==> src/rtl/ft245_pkg.sv <==
// Shared definitions for the FT245 bus reader and writer: sequencing states,
// default strobe timing and the timer width.
package ft245_pkg;

  typedef enum logic [1:0] {
    IDLE    = 2'd0,
    STROBE  = 2'd1,
    RECOVER = 2'd2
  } ft_state_t;

  localparam int RD_LOW_CYCLES_DEF  = 2;
  localparam int RD_HIGH_CYCLES_DEF = 3;
  localparam int CNT_W              = 4;

endpackage

==> src/rtl/ft245_rx_byte_fifo.sv <==
// First-word-fall-through byte FIFO: head byte is always on dout while valid.
module byte_fifo #(
  parameter int DEPTH_LOG2 = 4
) (
  input  logic                  clk,
  input  logic                  reset_in,
  input  logic                  push,
  input  logic [7:0]            din,
  input  logic                  pop,
  output logic [7:0]            dout,
  output logic                  valid,
  output logic [DEPTH_LOG2:0]   level
);

  localparam int DEPTH = 1 << DEPTH_LOG2;
  localparam logic [DEPTH_LOG2:0] FULL_LEVEL = (DEPTH_LOG2+1)'(DEPTH);

  logic [7:0]            mem [DEPTH];
  logic [DEPTH_LOG2-1:0] wr_ptr;
  logic [DEPTH_LOG2-1:0] rd_ptr;
  logic                  do_push;
  logic                  do_pop;

  assign valid   = (level != '0);
  assign dout    = mem[rd_ptr];
  assign do_pop  = pop && valid;
  assign do_push = push && ((level != FULL_LEVEL) || do_pop);

  always_ff @(posedge clk) begin
    if (reset_in) begin
      wr_ptr <= '0;
      rd_ptr <= '0;
      level  <= '0;
    end else begin
      if (do_push) wr_ptr <= wr_ptr + 1'b1;
      if (do_pop)  rd_ptr <= rd_ptr + 1'b1;
      case ({do_push, do_pop})
        2'b10:   level <= level + 1'b1;
        2'b01:   level <= level - 1'b1;
        default: level <= level;
      endcase
    end
  end

  // Storage carries no reset; contents are only observable behind valid.
  always_ff @(posedge clk) begin
    if (do_push) mem[wr_ptr] <= din;
  end

endmodule

==> src/rtl/ft245_rx.sv <==
// FT245 receive controller: synchronizes RXF#, paces RD# strobes and buffers
// captured bytes in a FWFT FIFO with a valid/ready output.
//
// state   | meaning
// IDLE    | rd high, waiting for rxf_s low and room in the FIFO
// STROBE  | rd low for RD_LOW_CYCLES, byte captured on the last edge
// RECOVER | rd high for RD_HIGH_CYCLES so a stale RXF# is not re-read
module ft245_rx
  import ft245_pkg::*;
#(
  parameter int RD_LOW_CYCLES  = RD_LOW_CYCLES_DEF,
  parameter int RD_HIGH_CYCLES = RD_HIGH_CYCLES_DEF,
  parameter int DEPTH_LOG2     = 4
) (
  input  logic                clk,
  input  logic                reset_in,
  input  logic                rxf,
  input  logic [7:0]          data_in,
  output logic                rd,
  output logic [7:0]          out_data,
  output logic                out_valid,
  input  logic                out_ready,
  output logic [DEPTH_LOG2:0] level
);

  localparam logic [DEPTH_LOG2:0] FULL_LEVEL = (DEPTH_LOG2+1)'(1 << DEPTH_LOG2);
  localparam logic [CNT_W-1:0]    LOW_LOAD   = CNT_W'(RD_LOW_CYCLES - 1);
  localparam logic [CNT_W-1:0]    HIGH_LOAD  = CNT_W'(RD_HIGH_CYCLES - 1);

  logic             rxf_m;
  logic             rxf_s;
  ft_state_t        state;
  ft_state_t        state_nxt;
  logic [CNT_W-1:0] cnt;
  logic [CNT_W-1:0] cnt_nxt;
  logic             rd_nxt;
  logic             push;

  always_ff @(posedge clk) begin
    if (reset_in) begin
      rxf_m <= 1'b1;
      rxf_s <= 1'b1;
    end else begin
      rxf_m <= rxf;
      rxf_s <= rxf_m;
    end
  end

  always_ff @(posedge clk) begin
    if (reset_in) begin
      state <= IDLE;
      cnt   <= '0;
      rd    <= 1'b1;
    end else begin
      state <= state_nxt;
      cnt   <= cnt_nxt;
      rd    <= rd_nxt;
    end
  end

  always_comb begin
    state_nxt = state;
    cnt_nxt   = cnt;
    rd_nxt    = rd;
    push      = 1'b0;
    case (state)
      IDLE: begin
        // Room is reserved here; pops during the strobe can only add space.
        if (!rxf_s && (level != FULL_LEVEL)) begin
          rd_nxt    = 1'b0;
          cnt_nxt   = LOW_LOAD;
          state_nxt = STROBE;
        end else begin
          rd_nxt = 1'b1;
        end
      end
      STROBE: begin
        if (cnt != '0) begin
          cnt_nxt = cnt - 1'b1;
        end else begin
          push      = 1'b1;
          rd_nxt    = 1'b1;
          cnt_nxt   = HIGH_LOAD;
          state_nxt = RECOVER;
        end
      end
      RECOVER: begin
        if (cnt != '0) cnt_nxt = cnt - 1'b1;
        else           state_nxt = IDLE;
      end
      default: begin
        state_nxt = IDLE;
        rd_nxt    = 1'b1;
      end
    endcase
  end

  byte_fifo #(
    .DEPTH_LOG2(DEPTH_LOG2)
  ) u_fifo (
    .clk      (clk),
    .reset_in (reset_in),
    .push     (push),
    .din      (data_in),
    .pop      (out_ready),
    .dout     (out_data),
    .valid    (out_valid),
    .level    (level)
  );

endmodule

==> config.mk <==
export PLATFORM = sky130hd
export DESIGN_NAME = ft245_rx
export DESIGN_NICKNAME = d
export VERILOG_FILES = /design/src/rtl/ft245_pkg.sv /design/src/rtl/ft245_rx_byte_fifo.sv /design/src/rtl/ft245_rx.sv
export SDC_FILE = /design/constraint.sdc
export NUM_CORES = 1
export LEC_CHECK = 0
export ABC_AREA = 1
export CAP_MARGIN = 10
export CORE_UTILIZATION = 35
export DETAILED_ROUTE_END_ITERATION = 8
export GPL_ROUTABILITY_DRIVEN = 0
export SETUP_SLACK_MARGIN = 0.2
export SLEW_MARGIN = 20
export SYNTH_ARGS = -nofsm -noshare
export SYNTH_HDL_FRONTEND = slang
export SYNTH_SLANG_ARGS = --single-unit
==> constraint.sdc <==
create_clock -name clk -period 2.7 [get_ports clk]
set_input_delay 0.81 -clock clk [delete_from_list [all_inputs] [get_ports clk]]
set_output_delay 0.81 -clock clk [all_outputs]
set_load 0.02 [all_outputs]
After elaboration in Yosys (flattened, before gate mapping)
Memories as Yosys holds them, arrays and structs flattened. A register that Yosys moved wholly into a read port is not among the register bits.
Cells that the tools add are included.

storage, ports and cells
  latch bits = 0
  memories kept = 1
  register bits after elaboration = 22
  memory bits (read-only) = 0
  logic and storage cells = 55
  output and inout port bits = 15
  bits in writable memories = 128

memory list
  memory      depth  width  read ports  clocked after Yosys merged registers in  write ports  RTL line                  source
  u_fifo.mem  16     8      1           1                                        1            ft245_rx_byte_fifo.sv:18  logic [7:0] mem [DEPTH];

operators by class
  order comparisons = 0
  $add $sub $neg = 5
  multipliers = 0
  divide/modulo/power cells = 0
  shift operators = 0
  reductions and logical operators = 13
  multiplexer cells = 18
  equal/unequal tests = 9
  bitwise gates (word level) = 1

operators with widths
  operator               number
  $mux W4                5
  $pmux W4 S3            1
  $pmux W5 S2            1
  $add A4 B1 Y4 const B  2
  $ne A2 B2 Y1 const B   4
  $mux W1                6
  $mux W2                3
  $pmux W2 S3            1
  $reduce_and A3 Y1      2
  $add A5 B1 Y5 const B  1
  $ne A5 B5 Y1 const B   1
  $reduce_bool A5 Y1     1
  $sub A5 B1 Y5 const B  1
  $eq A2 B1 Y1 const B   2
  $eq A2 B2 Y1 const B   2
  $reduce_bool A4 Y1     1
  $sub A4 B1 Y4 const B  1
  $logic_and A1 B1 Y1    3
  $pmux W1 S3            1
  $reduce_bool A3 Y1     1
  $logic_not A2 Y1       1
  $reduce_and A2 Y1      1
  $reduce_bool A2 Y1     1
  $logic_not A1 Y1       1
  other kinds (2)        2

Depth between registers and ports, before layout
Gate-level depths: netlist of the first run.

  depth after elaboration = 6
  gate-level depth with buffers = 17
  gate-level depth less buffers = 16

Hierarchy
A second synthesis of the first run with hierarchy kept.

second synthesis, totals
  cell total of the unflattened synthesis = 627
  area total of the unflattened synthesis = 6782.8 µm²

modules (own cells, without submodules)
  module     times used  cells each  area an instance (µm²)
  byte_fifo  1           542         6178.4
  ft245_rx   1           85          604.3

Least setup slack after synthesis of the first run
Ideal clock, no wire load.

  kind = input -> register
  start point = in out_ready
  end point = reg u_fifo.level[4]
  stages = 15
  buffers on the path = 1
  arrival = 2.197 ns
  setup slack = 0.433 ns
  path through = inv_1 nand4_1 nand2_2 ha_1 buf_2 xor2_1 ha_1 inv_1 nand2_1 nand3_1 nand2_1 nand2_1 nand2_1 nand2_1 a21oi_1

between the ends
  cells in the longest elaborated chain, start to end = 5
  elaborated cells on any way between the ends = 7
  those cells by class = 2 x eq/ne; 1 x mux; 4 x reduce/logical

RTL lines
  item                                                      RTL line                  source
  start, declared                                           ft245_rx.sv:22            input logic out_ready,
  $logic_and A1 B1 Y1 (*)                                   ft245_rx_byte_fifo.sv:26  assign do_pop = pop && valid;
  $logic_or A1 B1 Y1                                        ft245_rx_byte_fifo.sv:27  assign do_push = push && ((level != FULL_LEVEL) || do_pop);
  $logic_and A1 B1 Y1                                       ft245_rx_byte_fifo.sv:27
  $eq A2 B1 Y1 / $eq A2 B2 Y1 (equally long branches)       ft245_rx_byte_fifo.sv:37  case ({do_push, do_pop})
  $pmux W5 S2 / $reduce_bool A2 Y1 (equally long branches)  -
  end signal, assigned                                      ft245_rx_byte_fifo.sv:38  2'b10: level <= level + 1'b1;
  end signal, assigned                                      ft245_rx_byte_fifo.sv:39  2'b01: level <= level - 1'b1;
  end signal, assigned                                      ft245_rx_byte_fifo.sv:40  default: level <= level;
  end, declared                                             ft245_rx_byte_fifo.sv:12  output logic [DEPTH_LOG2:0] level

Mark *: on every way between the ends. The rest lies on a longest branch, timed or not.
A chain may end at the register's enable or synchronous reset.

==> impl_metrics.yaml, run 1 <==
status:
  run_status: "finished, final reports clean"
placed_design:
  port_buffer_cells: 26
  dp.final_hpwl_um: 9128
  placed_area_um2: 7371
detailed_routing:
  number_of_drc_markers_in_iteration_0: 324
  drt_drc_violations_left: 0
  detail_route.wirelength_um: 14130
  drt-vias-per-instance: 4.849
  route.vias.total: 4442
  1st_pass_router_iterations: 5
  drt-wirelength-per-cell_um: 15.42
  antenna_violating_nets_post_route: 0
critical_path:
  worst-setup-path-type: "reg2out"
  timing.rr.start: "cnt[0]$_SDFFE_PP0P_"
  critical_path.endpoint: "out_data[5]"
  required_time_worst_endpoint_ns: 1.89
  crit_fanout: 34
  regToRegEndpoint: "u_fifo.level[4]$_SDFFE_PP0P_"
  critPathLaunchType: "flip-flop"
  crit_path_end_kind: "primary output"
  worst_ep_arrival_time_ns: 1.72
  ff2ff_setup_slack_ns: 0.43
  r2r_cells: 16
synth:
  synth.yosys.seq_area_share_pct: 65.28
  synth-warning-count: 0
  synth.largest_area_cell: "edfxtp_1"
  synth_nets: 644
  syn_area_um2: 6685
  yosys.area.top_type_share_pct: 57.50
  synth_top_cells_by_area: "edfxtp_1 (57%), dfxtp_1 (7.8%), inv_1 (5.5%), nand3_1 (4.6%), nand2_1 (4.3%)"
  netlist-cell-type-count: 26
  yosys_register_bits: 154
  post_synth.cell_area_avg_um2: 10.82
  synth_edf_count: 128
  synth.most_common_cell: "edfxtp_1"
  asyncSetResetFlopFracSynth_pct: 0
  synth-main-ff-cell: "edfxtp_1"
  cell_types_with_the_highest_counts_after_synthesis: "edfxtp_1 (128), inv_1 (98), nand2_1 (77)"
  netlist_instances: 618
flow_run:
  max_cap_violations: 0
cells_and_area:
  post_route_cells_drive_above_1_share_pct: 13.78
  layout.filler_cells: 1725
  layout.cell_area.non_filler_um2: 7981
  final_net_count: 695
  diodes: 0
  layout.core_utilization_pct: 42.67
  synthToLayoutAreaGrowth_pct: 19.39
global_route:
  grtUsageTotal_pct: 15.22
  initial_antenna_violation_count: 0
  first_global_vias: 4189
  met1_layer_usage_reported_by_global_route_pct: 19.52
  use_met2_pct: 24.89
  global_route_wire_length_before_repair_um: 22270
  grt_start_max_net_pins: 35
  grt-busiest-layer: "met2"
  globalRoute.totalOverflow: 0
  gr-usage-met3_pct: 3.453
sta:
  rsz0062_at_grt: "yes"
  tightestPinTransition_ns: 0.7390
  timing.final.crit_share_pct: 93.76
  fmax_mhz: 395.0
  setup_viol_count_final: 0
  finalHoldViolCount: 0
  post-route-min-period_ns: 2.532
  slew_violations: 0
  clock-skew-final_ns: 0.01041
  timing.max_slew.rel_slack_pct: 50.58
clock_tree:
  tritoncts_num_sinks: 154
  cts_hold_buffers_added: 0
  clock_transition_at_the_registers_of_the_reported_paths_ns: 0.06
  tritoncts: "built"
  clock_latency_ns: 0.43
  numCtsBuffers: 17
  htree_levels: 4
  ctsRootBufferMaster: "clkbuf_16"
  cts.path.max_buffers: 2
die:
  fp.dieW_um: 140.2
  initial_core_util_pct: 35.74
  die_h_um: 140.2
  die-area_um2: 19660
  core_outline_area_um2: 18710
  floorplan.io_pins: 27
  core.rowCount: 50
min_path:
  hold_path.class: "reg2reg"
power:
  power_density_nw_per_um2: 916.5
  total_leakage_power_uw: 0.003047
  peakVddDrop_mv: 0.5593
[registers in the layout (all words and copies together), names as in the netlist, named ones only]
name / count
cnt: 4
rd: 1
rxf_m: 1
rxf_s: 1
state: 2
u_fifo.level: 5
u_fifo.mem: 128
u_fifo.rd_ptr: 4
u_fifo.wr_ptr: 4
[logic make-up after synthesis]
kind of cell	count (synthesis)	share of synthesized area [%]
AOI/OAI and AO/OA	128	10.89
xor gates and xnor gates	6	0.7861
adders and majority gates	14	2.620
buffers and inverters	128	8.010
DFF	154	65.28
and+or+nand+nor	188	12.41
[area by class of cell]
type	instances	area, µm²	share of cell area (%)
tap	234	292.8	3.668
clock inverter	15	141.4	1.771
multi-input combinational	336	1800	22.56
timing repair buffer	60	570.5	7.148
sequential	154	4372	54.77
inverter	100	379.1	4.750
clock buffer	17	425.4	5.330
[critical path, stage by stage, from the launching register on]
cell and delay (ns):
dfxtp_4 0.42, buf_12 0.19, nand2_1 0.07, o211ai_1 0.08, nand3_1 0.18, nand3_2 0.13, nand2_1 0.07, buf_4 0.16
[worst min-delay path by stage]
stage | from | endpoint | slack (ns) | depth (start not counted)
final | rxf_m$_SDFF_PP1_ | rxf_s$_SDFF_PP1_ | 0.41 | 1
after global routing | rxf_m$_SDFF_PP1_ | rxf_s$_SDFF_PP1_ | 0.43 | 1
after CTS | rxf_m$_SDFF_PP1_ | rxf_s$_SDFF_PP1_ | 0.42 | 1
after detailed placement | rxf_m$_SDFF_PP1_ | rxf_s$_SDFF_PP1_ | 0.40 | 1
after global placement | rxf_m$_SDFF_PP1_ | rxf_s$_SDFF_PP1_ | 0.39 | 1
after floorplan | rxf_m$_SDFF_PP1_ | rxf_s$_SDFF_PP1_ | 0.39 | 1
[per-stage QoR]
| stage | power [µW] | hold WS, ns | setup WS, ns | TNS [ns] | instances |
|---|---|---|---|---|---|
| global route | 7743 | 0.4350 | 0.07414 | 0 | 916 |
| floorplan | 4365 | 0.3895 | 0.4332 | 0 | 618 |
| finish | 7315 | 0.4142 | 0.1684 | 0 | 916 |
| CTS | 7344 | 0.4185 | 0.1480 | 0 | 914 |
| detailed placement | 5089 | 0.4035 | -0.007582 | -0.007582 | 880 |
| global placement | 5013 | 0.3935 | 0.05820 | 0 | 880 |
[where the power goes]
group	internal [µW]	total, µW	switching (µW)
Sequential	2740	2880	137
Clock	1280	2260	980
Combinational	860	2170	1310
[metal layers]
metal	wire length [µm]	part of all wire (%)	up-vias
li1	-	-	2219
met4	179	1.3	0
met1	6635	47	2133
met2	6757	48	77
met3	554	3.9	13
met5	0	0	-
[cells in the final DEF, fill, tap and decap left out, drive strengths merged, types with 2 or more instances in the layout]
cell type,n
ha,14
o211ai,32
nand3b,2
nor2,38
xor2,6
o21ai,45
buf,42
clkinvlp,3
inv,104
or2,2
nand2,82
clkinv,7
a21oi,48
clkdlybuf4s50,17
dfxtp,26
clkbuf,17
nand3,63
edfxtp,128
[timing repair]
item | CTS | global route
pin swaps | 0 | 1
cloned | 0 | 0
setup buffers | 2 | 2
setup endpoints to repair | 9 | 8
resized for setup | 44 | 4
(Power assumes the default switching activity.)
==> inputs of run 2 (changes only) <==
==> constraint.sdc (replaced) <==
create_clock -name clk -period 2.7 [get_ports clk]
set_input_delay 0.675 -clock clk [delete_from_list [all_inputs] [get_ports clk]]
set_output_delay 0.675 -clock clk [all_outputs]
set_load 0.02 [all_outputs]
==> run 2 against run 1 <==
Clock power hardly changed. Sequential share of layout area is 1.3 points lower. Global-route usage up 1.1 points. Worst setup slack better by 0.061 ns. First-iteration DRC count up 16%. Clock skew shrank 0.0012 ns. Final area up 2.3%. Via count grew 3.6%. Critical path depth is 1 higher. Power rose by 3.5%. Count of clock-buffer cells in the layout unchanged. Hold slack improved by 0.0039 ns.
==> impl_metrics.yaml, run 2 (synthesized netlist as in run 1, its figures left out) <==
critical_path:
  required_time_worst_endpoint_ns: 2.03
  worst-setup-path-type: "reg2out"
  crit_path_top_delay_cell: "dfxtp_4"
  timing.rr.start: "cnt[0]$_SDFFE_PP0P_"
  crit_fanout: 7
  crit_path_end_kind: "primary output"
  critPathLaunchType: "flip-flop"
  crit_path_max_incr_delay_ns: 0.40
  worst_ep_arrival_time_ns: 1.80
  timing.critical_path.cells: "buf_8, clkbuf_16, a21oi_1, o21ai_1, nand3_1, nand3_2, nand2_2, buf_4"
cells_and_area:
  register_with_the_highest_flop_count: "u_fifo.mem"
  synthToLayoutAreaGrowth_pct: 22.12
  layout_top_registers: "u_fifo.mem: 128 flops, u_fifo.level: 5 flops"
  largest_reg_flops: 128
  layout.cells.most_common: "edfxtp_1"
  post_route_cells_drive_above_1_share_pct: 15.91
  mostFrequentLayoutCells: "edfxtp_1 (128), inv_1 (97), nand2_1 (72)"
  finalNonFillerCells: 919
  diodes: 0
  final_net_count: 699
  layout.filler_cells: 1733
power:
  total_leakage_power_uw: 0.003094
  peakVddDrop_mv: 0.5371
  power_density_nw_per_um2: 927.2
detailed_routing:
  1st_pass_router_iterations: 5
  route.vias.total: 4600
  drt_drc_violations_left: 0
  met3_length_um: 982
  met2_wire_length_um: 7245
  highest_layer_used_for_signal_routing: "met4"
  drt-wirelength-per-cell_um: 16.74
  drt-vias-per-instance: 5.005
  antenna_violating_nets_post_route: 0
  number_of_drc_markers_in_iteration_0: 376
  routedLengthMet1_um: 6927
  detail_route.wirelength_um: 15380
sta:
  timing.max_slew.rel_slack_pct: 51.67
  final_setup_tns_ns: 0
  hold_ws_ns: 0.4181
  fmax_mhz: 404.8
  setup_viol_count_final: 0
  finalHoldViolCount: 0
  slew_violations: 0
  tightestPinTransition_ns: 0.7227
  rsz0062_at_grt: "yes"
  timing.final.crit_share_pct: 91.50
  clock-skew-final_ns: 0.009190
  post-route-min-period_ns: 2.470
clock_tree:
  tritoncts: "built"
  ctsRootBufferMaster: "clkbuf_16"
  clock_transition_at_the_registers_of_the_reported_paths_ns: 0.06
  numCtsBuffers: 17
  tritoncts_num_sinks: 154
  clock_latency_ns: 0.43
  cts.path.max_buffers: 2
  htree_levels: 4
placed_design:
  dp.final_hpwl_um: 9211
  port_buffer_cells: 26
  dp_cells: 876
die:
  die_h_um: 140.2
  floorplan.io_pins: 27
  initial_core_util_pct: 35.74
  fp.dieW_um: 140.2
  core_outline_area_um2: 18710
  core.rowCount: 50
  die-area_um2: 19660
global_route:
  initial_antenna_violation_count: 0
  first_global_vias: 4343
  globalRoute.totalOverflow: 0
  grt_start_max_net_pins: 39
  global_route_wire_length_before_repair_um: 23810
  grtUsageTotal_pct: 16.32
min_path:
  hp-start: "rxf_m$_SDFF_PP1_"
  hold_path.class: "reg2reg"
status:
  run_status: "finished, final reports clean"
flow_run:
  max_cap_violations: 0
## run 2: changes by cell type in the layout (fill, tap and decap cells not counted), moves of 5 or more
| cell | change |
|---|---|
| o21ai_0 | -10 |
| o21ai_1 | +10 |
| buf_4 | -6 |
| nand3_1 | -5 |
| nand3_2 | +5 |
## run 2: power breakdown
group	leakage (µW)	internal, µW	switching (µW)
combinational	0.00147	1030	1430
sequential	0.00137	2740	129
clock	0.000263	1260	974
total	0.00309	5030	2540
## run 2: repair_timing
item                                    CTS  global route
pin swaps                                 0            21
setup buffers                             6             1
gates cloned                              2             3
endpoints found under the setup margin    8             8
hold buffers                              0             0
gates resized for setup                  38            43
## run 2: final timing paths
kind,to,slack (ns),depth (start not counted)
max,out_data[7],0.23,8
min,rxf_s$_SDFF_PP1_,0.42,1
max reg2reg,u_fifo.level[4]$_SDFFE_PP0P_,0.48,16
min reg2reg,rxf_s$_SDFF_PP1_,0.42,1
## run 2: area by class of cell
type	count	area [µm²]	share of cell area, %
inverter	100	379.1	4.644
tap	234	292.8	3.586
clock buffer	17	425.4	5.211
multi-input combinational	336	1858	22.76
sequential	154	4369	53.52
clock inverter	14	122.6	1.502
timing repair buffer	64	716.9	8.782
## run 2: worst max-delay path: cells and delay by family (launching register included)
family | cells | cell delay, ns
flops | 1 | 0.40
compound gates | 2 | 0.24
buf+inv | 3 | 0.46
simple gates | 3 | 0.27
## run 2: stage by stage
step | power [µW] | instance area, µm² | util [%] | setup slack [ns]
6_report | 7570 | 8164 | 43.65 | 0.2295
4_1_cts | 7368 | 7971 | 42.62 | 0.1312
3_5_place_dp | 5060 | 7328 | 39.18 | 0.1348
5_1_grt | 7972 | 8164 | 43.65 | 0.1602
3_3_place_gp | 4996 | 7328 | 39.18 | 0.1785
2_1_floorplan | 4365 | 6685 | - | 0.4585
## run 2: routing by layer
metal / vias to the layer above / track usage, %
li1: 2225 / -
met1: 2191 / 21.70
met2: 166 / 26.00
met3: 18 / 3.385
met4: 0 / 6.709
met5: - / 0
